## config.mk

```make
export PLATFORM = sky130hd
export DESIGN_NAME = nv_ram_fifo_ctl_512x64
export DESIGN_NICKNAME = d
export VERILOG_FILES = /design/src/rtl/nv_ram_fifo_ctl_512x64.sv
export SDC_FILE = /design/constraint.sdc
export NUM_CORES = 1
export LEC_CHECK = 0
export CAP_MARGIN = 30
export CORE_AREA = 2 2 139 141
export DETAILED_ROUTE_END_ITERATION = 10
export DIE_AREA = 0 0 141 143
export GPL_ROUTABILITY_DRIVEN = 0
export SETUP_SLACK_MARGIN = 0.02
export SKIP_LAST_GASP = 1
export SYNTH_ARGS = -nofsm -noshare
export SYNTH_HDL_FRONTEND = slang
export SYNTH_SLANG_ARGS = --single-unit
```

## constraint.sdc

```tcl
create_clock -name nvdla_core_clk -period 6.9 [get_ports nvdla_core_clk]
set_clock_uncertainty 0.05 [all_clocks]
set_input_delay 0.69 -clock nvdla_core_clk [delete_from_list [all_inputs] [get_ports nvdla_core_clk]]
set_output_delay 0.69 -clock nvdla_core_clk [all_outputs]
set_load 0.02 [all_outputs]
```

## src/rtl/nv_ram_fifo_ctl_512x64.sv

```systemverilog
// Controller for a 512x64 FIFO built on an external synchronous-read RAM.
// Keeps one popped-side output slot (rd_pvld) fed by a one-cycle read pipeline.
module nv_ram_fifo_ctl_512x64 (
    input  logic        nvdla_core_clk,
    input  logic        nvdla_core_rstn,
    input  logic        wr_pvld,
    output logic        wr_prdy,
    input  logic [63:0] wr_pd,
    output logic        rd_pvld,
    input  logic        rd_prdy,
    output logic [63:0] rd_pd,
    output logic        ram_we,
    output logic [8:0]  ram_wa,
    output logic [63:0] ram_di,
    output logic        ram_re,
    output logic [8:0]  ram_ra,
    input  logic [63:0] ram_dout,
    input  logic [31:0] pwrbus_ram_pd,
    output logic [31:0] ram_pwrbus_ram_pd,
    output logic [9:0]  fifo_count,
    output logic        fifo_idle
);

    localparam logic [9:0] DEPTH = 10'd512;

    // Handshake: a transfer happens on a rising edge where valid && ready;
    // valid never waits on ready, and wr_prdy depends only on registered count.

    logic [8:0] wr_ptr_q, wr_ptr_d;
    logic [8:0] rd_ptr_q, rd_ptr_d;
    logic [9:0] count_q, count_d;
    logic       rd_pvld_q, rd_pvld_d;
    logic       push, pop, read_issue;
    logic [9:0] unread;

    always_comb begin
        wr_prdy    = (count_q != DEPTH);
        push       = wr_pvld && wr_prdy && nvdla_core_rstn;
        pop        = rd_pvld_q && rd_prdy;
        // count includes the entry already presented on rd_pd
        unread     = count_q - {9'd0, rd_pvld_q};
        read_issue = (unread != 10'd0) && (!rd_pvld_q || rd_prdy);

        wr_ptr_d  = wr_ptr_q;
        rd_ptr_d  = rd_ptr_q;
        count_d   = count_q;
        rd_pvld_d = rd_pvld_q;

        if (push) begin
            wr_ptr_d = wr_ptr_q + 9'd1;
        end
        if (read_issue) begin
            rd_ptr_d = rd_ptr_q + 9'd1;
        end

        case ({push, pop})
            2'b10:   count_d = count_q + 10'd1;
            2'b01:   count_d = count_q - 10'd1;
            default: count_d = count_q;
        endcase

        if (read_issue) begin
            rd_pvld_d = 1'b1;
        end else if (pop) begin
            rd_pvld_d = 1'b0;
        end
    end

    always_ff @(posedge nvdla_core_clk or negedge nvdla_core_rstn) begin
        if (!nvdla_core_rstn) begin
            wr_ptr_q  <= 9'd0;
            rd_ptr_q  <= 9'd0;
            count_q   <= 10'd0;
            rd_pvld_q <= 1'b0;
        end else begin
            wr_ptr_q  <= wr_ptr_d;
            rd_ptr_q  <= rd_ptr_d;
            count_q   <= count_d;
            rd_pvld_q <= rd_pvld_d;
        end
    end

    always_comb begin
        ram_we            = push;
        ram_wa            = wr_ptr_q;
        ram_di            = wr_pd;
        ram_re            = read_issue;
        ram_ra            = rd_ptr_q;
        rd_pvld           = rd_pvld_q;
        rd_pd             = ram_dout;
        fifo_count        = count_q;
        fifo_idle         = (count_q == 10'd0) && !wr_pvld;
        ram_pwrbus_ram_pd = pwrbus_ram_pd;
    end

endmodule

```

Word level (Yosys, flattened, before mapping)
Cells that the tools add are included.
{ "word_totals": {"in_bits": 164, "reg_bits": 29} }
{ "op_classes": {"addsub": 5, "reduce_logical": 12, "n_eq_ne": 3, "mux": 3} }
{ "op_table": {"columns": ["op", "count"], "rows": [
  ["10-bit case mux with 2 select lines", 1],
  ["9-bit by 1-bit adder with 9-bit output, second input constant", 2],
  ["10-bit by 1-bit adder with 10-bit output, second input constant", 1],
  ["10-bit zero test", 1],
  ["10-bit != test, second input constant", 1],
  ["10-bit nonzero test", 1],
  ["10-bit by 1-bit subtractor with 10-bit output", 1],
  ["10-bit by 1-bit subtractor with 10-bit output, second input constant", 1],
  ["1-bit logical AND", 5],
  ["2-bit nonzero test", 2],
  ["2-bit by 1-bit equality test with 1-bit output, second input constant", 1],
  ["2-bit equality test, second input constant", 1],
  ["1-bit zero test", 2],
  ["1-bit 2-to-1 mux", 2],
  ["1-bit logical OR", 1]
]} }

Longest topological paths before layout
Gate-level depths: netlist of run 1.
{ "logic_depth": {"depth_word": 5, "mapped_depth": 12, "ltp_nobuf": 11} }

Least setup slack after synthesis of run 1
OpenSTA, ideal clock, no wires.
{ "synth_timing": {"path_kind": "reg-to-reg", "from": "register count_q[6], in the netlist fifo_count[6]", "to": "register count_q[7], in the netlist fifo_count[7]", "setup_slack_ns": 3.459, "stages_incl_launch_ff": 13, "path_buffers": 1, "setup_time_ns": 0.069, "t_arrival_ns": 3.322, "path_cell_list": "dfrtp_1 -> nor4_4 -> nand4_2 -> and3_4 -> buf_6 -> inv_2 -> ha_1 -> ha_1 -> a211oi_2 -> o21bai_1 -> nor2b_1 -> or4_1 -> nand3_1"} }
{ "synth_via": {"elab_chain_cells": 5, "elab_cells_between_ends": 9} }
{ "synth_rtl": {"columns": ["element", "line", "text"], "rows": [
  ["start, declared", "31", "logic [9:0] count_q, count_d;"],
  ["start signal, assigned", "78", "count_q <= count_d;"],
  ["10-bit != test *", "37", "wr_prdy = (count_q != DEPTH);"],
  ["via wr_prdy", "7", "output logic wr_prdy,"],
  ["1-bit logical AND * (2 in a row)", "38", "push = wr_pvld && wr_prdy && nvdla_core_rstn;"],
  ["via ram_we", "12", "output logic ram_we,"],
  ["2-bit by 1-bit equality test with 1-bit output or 2-bit equality test (tied branches)", "56", "case ({push, pop})"],
  ["10-bit case mux with 2 select lines or 2-bit nonzero test (tied branches)", null, null]
]} }
The timed path passes the listed nets; every way through them passes the cells marked *.
A chain may end at the register's enable or synchronous reset.

Final worst setup path of run 1
{ "layout_timing": {"from": "input port nvdla_core_rstn", "to": "register count_q[9], in the netlist fifo_count[9]"} }
{ "layout_via": {"elab_chain_cells": 3, "elab_cells_between_ends": 5} }
{ "layout_rtl": {"columns": ["element", "line", "text"], "rows": [
  ["start, declared", "5", "input logic nvdla_core_rstn,"],
  ["1-bit logical AND *", "38", null],
  ["2-bit by 1-bit equality test with 1-bit output or 2-bit equality test (tied branches)", "56", null],
  ["10-bit case mux with 2 select lines or 2-bit nonzero test (tied branches)", null, null]
]} }
Every way passes the cells marked *; elsewhere a longest branch is shown, timed or not.

==> metrics, run 1 <==
CTS root buffer clkbuf_16; WS Path Type in2reg; Die Y ~140 microns; Final HPWL DP approximately 4900 microns; Final Hold Viols 0; 1st-pass router iterations 4; Synth async-reset ratio 1.00; net count after synthesis 510; setup ws final approximately 3.2 ns; Yosys reg bits 29; Max clock buf depth 2; RSZ-0062 raised after global routing no; # nets final ~390; Slowest cell on crit path ha_1; setup violators final 0; CTS resizes 0; Synth area leader buf_4; Most common cell on crit path ha_1; Antenna Nets Post-Route 0; Avg Cell Area, Syn between 8 and 9 sq um; register area between 700 and 800 sq um; commonest non-fill, non-tap cell in the layout clkdlybuf4s50_1; First DRT Iteration DRCs 95; period utilization 0.542; Rel. slew slack 0.581; status completed; Slew Limit Fails 0; dpl cell area between 0.002 and 0.0025 sq mm; Total Power 1.11 mW; Worst-Margin Slew around 0.63 ns; most frequent cells in the layout clkdlybuf4s50_1, dfrtp_1, nand2_1; Num CTS Buffers 5; n_diodes 0; initial antenna violation count 0; pre-CTS setup slack 2.86 ns; gr usage total 0.0599; Fmax achieved approximately 270 MHz; Cell Area, Synth between 0.002 and 0.003 sq mm; Multi-input gate area a little under 0.001 sq mm; Mapped Cells around 330; finished layout cell area between 0.002 and 0.003 sq mm; Yosys top cell area share 0.405; clock latency on the worst-skew pair ~0.27 ns; WP data required approximately 7.0 ns; Top FF cell, synth dfrtp_1; worst-path fanout max 30; # rows 50; Power Dens Cells between 400 and 500 mW/mm^2; share of layout cells above drive strength 1 0.0698; max-cap viol count 0; sequential area share after synthesis 0.245; largest net degree at the start of global routing 31; top cells by area, synth buf_4, dfrtp_1, ha_1, xnor2_1, xor2_1; Final Core Density 0.137; Layout Cells excl Fill 449; CP Data Arrival Time ~3.8 ns; core area between 0.015 and 0.02 sq mm; Placed Cells 441; global route overflow 0; first-pass GRT wire length slightly above 9000 microns; Post-CTS Setup Inserts 0; TNS Setup 0 ns; Setup crit start kind input pin; CTS tree built; Clock Sinks 29; Hold Crit Class reg2reg; Max stage delay on crit path about 0.48 ns; Synth warnings 0; H-Tree Depth 2; routed vias about 1600; Starting Density 0.159; Worst-path clk slew approximately 0.05 ns; EDFF count, synth 0; Critical Path End Type flop; vias in the first global route between 1500 and 2000; Pleak approximately 0.95 nW; final wirelength approximately 6100 microns; Min Clock Period, post-route approximately 3.7 ns; synthesis-to-finish area growth -14.3%; PortBufs 36; WHS about 0.43 ns; synth unique cells 44; VDD IR max between 0.09 and 0.1 mV; Die Wd 141 microns; vias per inst between 3 and 4; WL/cell ~14 microns; Die ar. approximately 0.020 sq mm; Ports about 360; CTS Hold Bufs 0; DR DRC count 0; # fillers ~2100; CP cell instances clkdlybuf4s50_1 > buf_4 > and3_4 > inv_2 > ha_1 > ha_1 > nand3_1 > nor4_1 > or2_1 > o41ai_1 > a2111oi_1
[critical path: cells and delay by family]
kind,cells,cell delay (ns)
AOI/OAI and AO/OA,2,0.48
adders and majority gates,2,0.86
buffers and inverters,3,0.85
and+or+nand+nor,4,0.94
[cells by family after synthesis]
logic type / Yosys count / synth area share
DFF: 29 / 0.245
buffers and inverters: 169 / 0.420
xor gates and xnor gates: 24 / 0.0709
adders and majority gates: 13 / 0.0574
muxes: 3 / 0.0114
AOI/OAI and AO/OA: 30 / 0.0701
and+or+nand+nor: 65 / 0.125
[metal layers]
metal	GRT usage	routed length (microns)	part of all wire
met1	0.0592	2230	0.36
met2	0.0824	2430	0.40
met3	0.0366	877	0.14
met4	0.0647	580	0.095
met5	0	0	0
[worst paths after layout]
check / from / depth (start not counted) / endpoint / slack, ns
setup / recovery: nvdla_core_rstn / 11 / fifo_count[9] / 3.16
hold / removal: ram_wa[8] / 1 / ram_wa[8] / 0.43
setup reg to reg: fifo_count[6] / 11 / fifo_count[9] / 3.44
hold reg to reg: ram_wa[8] / 1 / ram_wa[8] / 0.43
max in group asynchronous: nvdla_core_rstn / 2 / ram_ra[1] / 5.75
min in group asynchronous: nvdla_core_rstn / 2 / ram_ra[5] / 0.78
[Yosys cell counts (5+ instances only)]
cell type,instances
xor2_1,9
dfrtp_1,29
nor2_1,5
o21ai_1,7
nor3_1,5
nand3_1,5
xnor2_1,15
a21oi_1,8
nand4_1,8
buf_4,160
ha_1,12
nand2_1,18
[sequential cells by signal, indices dropped and copies added (netlist names)]
name        flops
fifo_count     10
ram_ra          9
ram_wa          9
rd_pvld         1
[report_power, final]
part / internal, mW / leakage, nW / switching [mW]
sequential: 0.239 / 0.354 / 0.106
combinational: 0.263 / 0.530 / 0.309
clock: 0.133 / 0.0652 / 0.0641
total: 0.635 / 0.949 / 0.479
[cell type report]
class,instances,area share
multi-input combinational,135,0.391
clock buffer,8,0.0537
sequential,29,0.286
timing repair buffer,37,0.145
inverter,6,0.00887
tap,234,0.115
Note: power is estimated with default switching activity, not from simulation.
==> run 2: changes to the inputs <==
--- a/config.mk
+++ b/config.mk
@@ -6,9 +6,9 @@
 export NUM_CORES = 1
 export LEC_CHECK = 0
 export CAP_MARGIN = 30
-export CORE_AREA = 2 2 139 141
+export CORE_AREA = 2 2 137 139
 export DETAILED_ROUTE_END_ITERATION = 10
-export DIE_AREA = 0 0 141 143
+export DIE_AREA = 0 0 139 141
 export GPL_ROUTABILITY_DRIVEN = 0
 export SETUP_SLACK_MARGIN = 0.02
 export SKIP_LAST_GASP = 1
==> constraint.sdc (replaced) <==
create_clock -name nvdla_core_clk -period 3.3 [get_ports nvdla_core_clk]
set_clock_uncertainty 0.05 [all_clocks]
set_input_delay 0.33 -clock nvdla_core_clk [delete_from_list [all_inputs] [get_ports nvdla_core_clk]]
set_output_delay 0.33 -clock nvdla_core_clk [all_outputs]
set_load 0.02 [all_outputs]
==> metrics, run 2 (same netlist as run 1, synthesis figures left out) <==
Final Hold Viols 0 (unchanged); VDD IR max 0.269 mV (+170%); Layout Cells excl Fill 452 (+0.67%); CTS tree built; 1st-pass router iterations 4 (unchanged); R2R depth 11 (unchanged); RSZ-0062 raised after global routing no; largest net degree at the start of global routing 30 (-3.2%); depth of the worst hold-timing path 1 (unchanged); Slew Limit Fails 0 (unchanged); P_int 1.39 mW (+120%); Rel. slew slack 0.748 (+0.167); H-Tree Depth 2 (unchanged); Max clock buf depth 2 (unchanged); Sw Ratio 0.425 (-0.00418); Ports 357 (unchanged); gr usage total 0.0701 (+0.0103); Critical Path End Type flop; CP cell instances nor4_4 > nand4_2 > and3_4 > inv_2 > ha_4 > ha_1 > a211oi_2 > o21bai_1 > nor2b_1 > or4_1 > nand3_1; Hold Crit Class reg2reg; WS Path Type reg2reg; routed vias 1649 (+2.2%); CTS root buffer clkbuf_16; Placed Cells 444 (+0.68%); most frequent cells in the layout clkdlybuf4s50_1, dfrtp_1, nand2_1; Clock Sinks 29 (unchanged); initial antenna violation count 0 (unchanged); Die Wd 139 microns (-1.4%); Slowest cell on crit path or4_1; Min Clock Period, post-route 2.98 ns; Reg2Reg Setup Slack 0.32 ns (-3.12 ns); commonest non-fill, non-tap cell in the layout clkdlybuf4s50_1; first-pass GRT wire length 10500 microns (+14%); Pleak 0.983 nW (+3.6%); setup ws final 0.316 ns (-2.84 ns); synthesis-to-finish area growth -12.4%; Power Dens Cells 931 mW/mm^2 (+110%); # rows 50 (unchanged); Max stage delay on crit path 0.51 ns (+0.03 ns); core area 0.0183 sq mm (-1.7%); Die Y 141 microns (-1.4%); period utilization 0.904; Fmax achieved about 340 MHz; Switch Pwr 1.03 mW (+110%); max-cap viol count 0 (unchanged); # nets final 394 (+0.77%); vias per inst 3.65 (+1.5%); Starting Density 0.162 (+0.00273); Worst-Margin Slew 0.377 ns (-0.252 ns); Die ar. 0.0196 sq mm (-2.8%); final wirelength 7090 microns (+16%); max FFs per register 10 (unchanged); Antenna Nets Post-Route 0 (unchanged); CTS Hold Bufs 0 (unchanged); Combinational Power Share 0.507 (-0.006); HP Start ram_wa[8]; Reg power frac 0.301 (-0.008); status completed; n_diodes 0 (unchanged); Worst-path clk slew 0.05 ns (about the same); setup violators final 0 (unchanged); global route overflow 0 (unchanged); CTS resizes 0 (unchanged); WL/cell 15.7 microns (+15%); vias in the first global route 1749 (+7.8%); First DRT Iteration DRCs 54 (-43%); pre-CTS setup slack 0.289 ns (-2.57 ns); Clk pwr share 0.191 (+0.014); TNS Setup 0 ns (unchanged); Final Core Density 0.142 (+0.00542); DR DRC count 0 (unchanged); WP data required 3.45 ns (-3.54 ns); reg2reg start fifo_count[3]; share of layout cells above drive strength 1 0.101 (+0.0311); # fillers 2046 (-1.8%); CP Data Arrival Time 3.14 ns (-0.69 ns); reg-to-reg endpoint fifo_count[7]; Num CTS Buffers 5 (unchanged); Final HPWL DP 5650 microns (+16%); Worst Hold Endpoint ram_wa[8]; clock latency on the worst-skew pair 0.27 ns (about the same); worst-path fanout max 13 (-57%); Setup crit start kind flop; Post-CTS Setup Inserts 0 (unchanged); PortBufs 36 (unchanged)
[run 2: cell types whose count changed in the layout (fill, tap and decap cells not counted), sizes merged]
cell,previous run,this run
buf,1,4
clkbuf,8,7
clkinv,1,2
[run 2: worst max path at each step]
stage / cells after the start / slack (ns) / to / from
after global routing: 11 / 0.04 / fifo_count[9] / fifo_count[3]
final: 11 / 0.32 / fifo_count[7] / fifo_count[3]
after detailed placement: 10 / 0.29 / fifo_count[9] / wr_pvld
after floorplan: 12 / 0.07 / fifo_count[7] / fifo_count[3]
after global placement: 10 / 0.35 / fifo_count[9] / nvdla_core_rstn
after CTS: 11 / 0.29 / fifo_count[7] / fifo_count[3]
[run 2: metrics by stage]
| step | cell area, sq um | power (mW) | hold slack [ns] |
|---|---|---|---|
| finish | 2590 | 2.42 | 0.425 |
| global route | 2590 | 2.61 | 0.452 |
| CTS | 2590 | 2.46 | 0.425 |
| floorplan | 2980 | 1.72 | -0.0156 |
| detailed placement | 2440 | 1.98 | 0.419 |
| global placement | 2440 | 1.94 | 0.407 |
[run 2: power by group through the flow]
stage          sequential, mW  combinational [mW]  clock, mW
6_report                0.728                1.23      0.463
5_1_grt                 0.767                1.35      0.492
4_1_cts                 0.735                1.25      0.477
3_5_place_dp            0.738                1.24          0
3_3_place_gp            0.724                1.22          0
2_1_floorplan           0.846               0.873          0
[run 2: layout make-up]
type                       count  area, sq um  share of cell area
sequential                    29          726               0.280
clock buffer                   7          153              0.0588
timing repair buffer          40          390               0.150
multi-input combinational    135         1010               0.388
clock inverter                 1         5.00             0.00193
inverter                       6         22.5             0.00868
tap                          234          293               0.113
[run 2: worst max-delay path: cells and delay by family, from the launching register on]
kind | cells | cell delay, ns
AO/OA/AOI/OAI | 2 | 0.38
adder cells (fa/ha/maj) | 2 | 0.50
buffers and inverters | 1 | 0.06
flip-flops | 1 | 0.45
AND/OR/NAND/NOR | 6 | 1.47
[run 2: routing by layer]
metal / wire, microns / vias to the layer above / global-route usage
met4: 411 / 0 / 0.0542
met1: 2210 / 758 / 0.0629
li1: - / 713 / -
met3: 1020 / 58 / 0.0442
met5: 0 / - / 0
met2: 3450 / 120 / 0.114
